File: src/rtl/enum_cast_pkg.sv
// Purpose: shared enum literal table, value typedef and legality helper.
// Latency: n/a (declarations and a pure combinational function).
// Backpressure: n/a.
package enum_cast_pkg;

   localparam int WIDTH_DEF = 7;
   localparam int NUM_LITS  = 5;

   typedef logic [WIDTH_DEF-1:0] enum_val_t;

   localparam enum_val_t LIT_A = enum_val_t'(0);
   localparam enum_val_t LIT_B = enum_val_t'(1);
   localparam enum_val_t LIT_C = enum_val_t'(2);
   localparam enum_val_t LIT_D = enum_val_t'(100);
   localparam enum_val_t LIT_E = enum_val_t'(101);

   localparam enum_val_t LIT_TABLE [NUM_LITS] = '{LIT_A, LIT_B, LIT_C, LIT_D, LIT_E};

   // Full-width compare: a raw value whose upper bits are set never aliases onto a literal.
   function automatic logic is_legal_lit(input logic [31:0] value);
      logic legal;
      legal = 1'b0;
      for (int k = 0; k < NUM_LITS; k++) begin
         if (value == 32'(LIT_TABLE[k])) legal = 1'b1;
      end
      return legal;
   endfunction

endpackage

File: src/rtl/enum_cast_arbiter_rr_arbiter.sv
// Purpose: round-robin arbiter, one-hot grant starting the search at ptr.
// Latency: purely combinational, no state.
// Backpressure: enable=0 forces grant to all-zero.
module rr_arbiter #(
   parameter int N     = 4,
   parameter int IDX_W = $clog2(N)
) (
   input  logic [N-1:0]     req,
   input  logic [IDX_W-1:0] ptr,
   input  logic             enable,
   output logic [N-1:0]     grant,
   output logic [IDX_W-1:0] grant_idx,
   output logic             grant_vld
);

   logic [IDX_W-1:0] idx;

   // Scan ptr, ptr+1, ... with an explicit wrap so non-power-of-two N works.
   always_comb begin
      grant     = '0;
      grant_idx = '0;
      grant_vld = 1'b0;
      idx       = '0;
      for (int k = 0; k < N; k++) begin
         if (32'(ptr) + 32'(k) >= 32'(N)) idx = IDX_W'(32'(ptr) + 32'(k) - 32'(N));
         else                             idx = IDX_W'(32'(ptr) + 32'(k));
         if (enable && !grant_vld && req[idx]) begin
            grant_vld  = 1'b1;
            grant[idx] = 1'b1;
            grant_idx  = idx;
         end
      end
   end

endmodule

File: src/rtl/enum_cast_arbiter.sv
// Purpose: shares one registered enum-cast/legality stage among NUM_REQ requesters.
// Latency: 1 cycle from accept to out_valid; 1 result per cycle sustained.
// Backpressure: out_valid & ~out_ready holds the result and drops all req_ready.
module enum_cast_arbiter
   import enum_cast_pkg::*;
#(
   parameter int NUM_REQ = 4,
   parameter int WIDTH   = WIDTH_DEF,
   parameter int ID_W    = $clog2(NUM_REQ),
   parameter int ERR_W   = 16
) (
   input  logic                     clock,
   input  logic                     reset,
   input  logic [NUM_REQ-1:0]       req_valid,
   input  logic [NUM_REQ*WIDTH-1:0] req_bits,
   output logic [NUM_REQ-1:0]       req_ready,
   output logic                     out_valid,
   input  logic                     out_ready,
   output logic [WIDTH-1:0]         out_bits,
   output logic                     out_legal,
   output logic [ID_W-1:0]          out_id,
   output logic [ERR_W-1:0]         err_count,
   output logic                     busy
);

   logic             can_accept;
   logic             accept;
   logic [ID_W-1:0]  gnt_idx;
   logic [ID_W-1:0]  rr_ptr;
   logic [WIDTH-1:0] raw;
   logic             raw_legal;

   assign can_accept = ~out_valid | out_ready;

   rr_arbiter #(
      .N     (NUM_REQ),
      .IDX_W (ID_W)
   ) u_rr_arbiter (
      .req       (req_valid),
      .ptr       (rr_ptr),
      .enable    (can_accept & ~reset),
      .grant     (req_ready),
      .grant_idx (gnt_idx),
      .grant_vld (accept)
   );

   assign raw       = req_bits[32'(gnt_idx)*WIDTH +: WIDTH];
   assign raw_legal = is_legal_lit(32'(raw));
   assign busy      = out_valid | (|req_valid);

   // Result register: load on accept (replaces a draining result), clear valid on bare drain.
   always_ff @(posedge clock) begin
      if (reset) begin
         out_valid <= 1'b0;
         out_bits  <= '0;
         out_legal <= 1'b0;
         out_id    <= '0;
      end else if (accept) begin
         out_valid <= 1'b1;
         out_bits  <= raw;
         out_legal <= raw_legal;
         out_id    <= gnt_idx;
      end else if (out_ready) begin
         out_valid <= 1'b0;
      end
   end

   // Round-robin pointer moves past the winner only when something is accepted.
   always_ff @(posedge clock) begin
      if (reset) begin
         rr_ptr <= '0;
      end else if (accept) begin
         rr_ptr <= (32'(gnt_idx) == NUM_REQ - 1) ? '0 : gnt_idx + 1'b1;
      end
   end

   // Saturating count of accepted illegal values.
   always_ff @(posedge clock) begin
      if (reset) begin
         err_count <= '0;
      end else if (accept && !raw_legal && (err_count != '1)) begin
         err_count <= err_count + 1'b1;
      end
   end

endmodule

File: config.mk
export PLATFORM = sky130hd
export DESIGN_NAME = enum_cast_arbiter
export DESIGN_NICKNAME = d
export VERILOG_FILES = /design/src/rtl/enum_cast_pkg.sv /design/src/rtl/enum_cast_arbiter_rr_arbiter.sv /design/src/rtl/enum_cast_arbiter.sv
export SDC_FILE = /design/constraint.sdc
export NUM_CORES = 1
export LEC_CHECK = 0
export ABC_AREA = 1
export CAP_MARGIN = 20
export CORE_ASPECT_RATIO = 0.75
export CORE_MARGIN = 10
export CORE_UTILIZATION = 44
export CTS_CLUSTER_DIAMETER = 150
export DETAILED_ROUTE_END_ITERATION = 7
export PLACE_DENSITY_LB_ADDON = 0.12
export SLEW_MARGIN = 20
export SYNTH_ARGS = -nofsm -noshare
export SYNTH_HDL_FRONTEND = slang
export SYNTH_SLANG_ARGS = --single-unit
File: constraint.sdc
create_clock -name clock -period 2.8 [get_ports clock]
set_input_delay 0.56 -clock clock [delete_from_list [all_inputs] [get_ports clock]]
set_output_delay 0.56 -clock clock [all_outputs]
set_load 0.01 [all_outputs]
==> impl_metrics.env <==
export IMPL_status="complete, no violations"
export IMPL_power_switching_w=0.001784
export IMPL_synthTopCellsByArea="dfxtp_1, nand2_1, inv_1"
export IMPL_grt_max_degree=22
export IMPL_path_clk_slew_ps=60
export IMPL_final_core_util_pct=68.51
export IMPL_drtPass1Iterations=4
export IMPL_grt_first_pass_wirelength_um=12920
export IMPL_syn_area_mm2=0.002441
export IMPL_synthFlopType="dfxtp_1"
export IMPL_io_buffer_count=66
export IMPL_yosysSeqAreaShare_pct=23.78
export IMPL_via_per_inst=5.116
export IMPL_wl_per_cell_um=14.50
export IMPL_antenna_found_initial=0
export IMPL_swShare_pct=46.89
export IMPL_synth_top_area_share_pct=23.78
export IMPL_hpwl_um=5653
export IMPL_area_growth_pct=50.23
export IMPL_crit_fanout=5
export IMPL_placed_cell_area_mm2=0.003346
export IMPL_hold_class="register to register"
export IMPL_grt_ovfl_total=0
export IMPL_fin_crit_ps=2621
export IMPL_cts_tree="built"
export IMPL_slew_headroom_pct=71.94
export IMPL_yosysWarnings=0
export IMPL_clock_tree_buffer_depth=2
export IMPL_synth_edff_count=0
export IMPL_cts_root_buffer="clkbuf_8"
export IMPL_syn_area_per_cell_um2=6.781
export IMPL_ir_drop_v=0.0004103
export IMPL_worst_slack_ps=179.4
export IMPL_diodes=0
export IMPL_max_freq_mhz=381.6
export IMPL_cts_made_buffers=5
export IMPL_fin_worst_skew_ps=4.977
export IMPL_clkLatencyLatePin_ps=280
export IMPL_setup_worst_path_class="primary input to output port"
export IMPL_fin_crit_sh_pct=93.59
export IMPL_start_util_pct=45.61
export IMPL_core_mm2=0.005353
export IMPL_route_detailed_drc=0
export IMPL_arrival_ps=2060
export IMPL_drv_slew=0
export IMPL_clkPwrFrac_pct=10.1
export IMPL_max_cap_violations=0
export IMPL_wl_um=7755
export IMPL_synth_most_common_cell="nand2_1"
export IMPL_rows=23
export IMPL_via_count=2737
export IMPL_hold_viol=0
export IMPL_leakage_nw=1.666
export IMPL_ant_nets=0
export IMPL_synth_common_cells="nand2_1, inv_1, nand3_1"
export IMPL_die_h_um=84.51
export IMPL_fin_nets=500
export IMPL_routabilityCongestion=0.9411
export IMPL_stdcell_area_mm2=0.003667
export IMPL_cts_sinks=29
export IMPL_cp_end_kind="output port"
export IMPL_ys_ff_latch=29
export IMPL_grt_pass1_vias=2670
export IMPL_nFillCells=455
export IMPL_p_int_w=0.002021
export IMPL_rsz0062_at_grt="no"
export IMPL_track_usage_pct=16.96
export IMPL_start_kind="primary input"
export IMPL_worst_hold_slack_ps=505.4
export IMPL_power_density_mw_per_mm2=1038
export IMPL_place_ws_ps=-332.7
export IMPL_worstPathRequired_ps=2240
export IMPL_die_area_mm2=0.008958
export IMPL_cts_htree_levels=2
export IMPL_p_seq_share_pct=14.9
export IMPL_die_w_um=106.0
export IMPL_yosysUniqueCellTypes=34
export IMPL_drive_above_1_share_pct=26.09
export IMPL_stdcell_count=535
export IMPL_netlist_instances=360
export IMPL_yosysTopAreaCell="dfxtp_1"
export IMPL_top_level_ports=67
export IMPL_placed_cells=517
export IMPL_worstMarginPinSlew_ps=417.6
export IMPL_drtIter0Drc=142
export IMPL_async_reset_ff_share_pct=0
export IMPL_setup_viol=0
export IMPL_synth_nets=401
export IMPL_p_comb_share_pct=75.0
-- critical path, cell delays in order --
cell	delay [ps]
dlygate4sd2_1	260
nand2_2	120
nand3_4	120
nand2_4	120
nand2_1	70
nor2_1	190
nor2_2	80
a31oi_1	160
o21ai_0	90
dlygate4sd2_1	290
-- final timing paths --
path | from | end | slack (ps) | depth (start not counted)
max | req_valid[1] | req_ready[3] | 180 | 10
min | out_bits[3] | out_bits[3] | 510 | 2
max reg2reg | rr_ptr[1] | err_count[1] | 190 | 20
min reg2reg | out_bits[3] | out_bits[3] | 510 | 2
-- final cells by class --
cell class | count | area [µm²] | area share, %
Inverter | 46 | 172.7 | 4.708
Tap cell | 75 | 93.84 | 2.559
Clock inverter | 1 | 5.005 | 0.1365
Clock buffer | 7 | 96.34 | 2.627
Multi-Input combinational cell | 273 | 1697 | 46.26
Timing Repair Buffer | 104 | 1020 | 27.81
Sequential cell | 29 | 583.1 | 15.90
-- cell usage in the layout (no fill, tap or decap), drive strengths merged --
cell and count:
a21oi 22, a221oi 1, a22oi 1, a31oi 1, buf 37, bufbuf 1
clkbuf 9, clkdlybuf4s50 56, clkinv 1, dfxtp 29, dlygate4sd2 7, dlymetal6s2s 1
ha 6, inv 46, nand2 125, nand3 39, nand4 20, nor2 15
nor3 7, nor4 4, o211ai 6, o21ai 8, o21bai 1, o221ai 1
o22ai 2, xnor2 4, xor2 10
-- logic make-up after synthesis --
kind of cell	synth area share, %
DFF	23.78
buffers and inverters	10.87
xor gates and xnor gates	5.023
adders and majority gates	3.075
AOI/OAI and AO/OA	12.40
and+or+nand+nor	44.85
-- through the flow --
step,power [W],setup TNS (ps)
2_1_floorplan,0.002168,0
3_3_place_gp,0.002965,-5925
3_5_place_dp,0.002997,-6168
4_1_cts,0.003694,0
5_1_grt,0.004127,0
6_report,0.003805,0
-- power by group through the flow --
stage	combinational (W)	sequential (W)	clock (W)
2_1_floorplan	0.00155	0.000613	0
3_5_place_dp	0.00243	0.000572	0
4_1_cts	0.00274	0.000563	0.000386
5_1_grt	0.00313	0.000581	0.000415
6_report	0.00285	0.000568	0.000383
3_3_place_gp	0.00239	0.000573	0
-- sequential cells by signal (all words and copies together), names as in the netlist --
| signal | flops |
|---|---|
| err_count | 16 |
| rr_ptr | 2 |
| out_legal | 1 |
| out_valid | 1 |
| out_id | 2 |
| out_bits | 7 |
-- routing by layer --
layer	vias up	share of wire (%)	wire [µm]	GRT usage [%]
met2	91	44	3398	25.78
met4	0	0.25	19	2.822
li1	1392	-	-	-
met1	1249	49	3831	23.54
met5	-	0	0	0
met3	5	6.5	506	4.580
-- what timing repair did --
action | CTS | global route
cloned | 3 | 0
endpoints found under the setup margin | 19 | 21
pin swaps | 5 | 15
endpoints found under the hold margin | 0 | 0
hold buffers | 0 | 0
setup buffers | 5 | 2
gates resized for setup | 29 | 19
No activity file was read; power rests on OpenSTA's default activity.
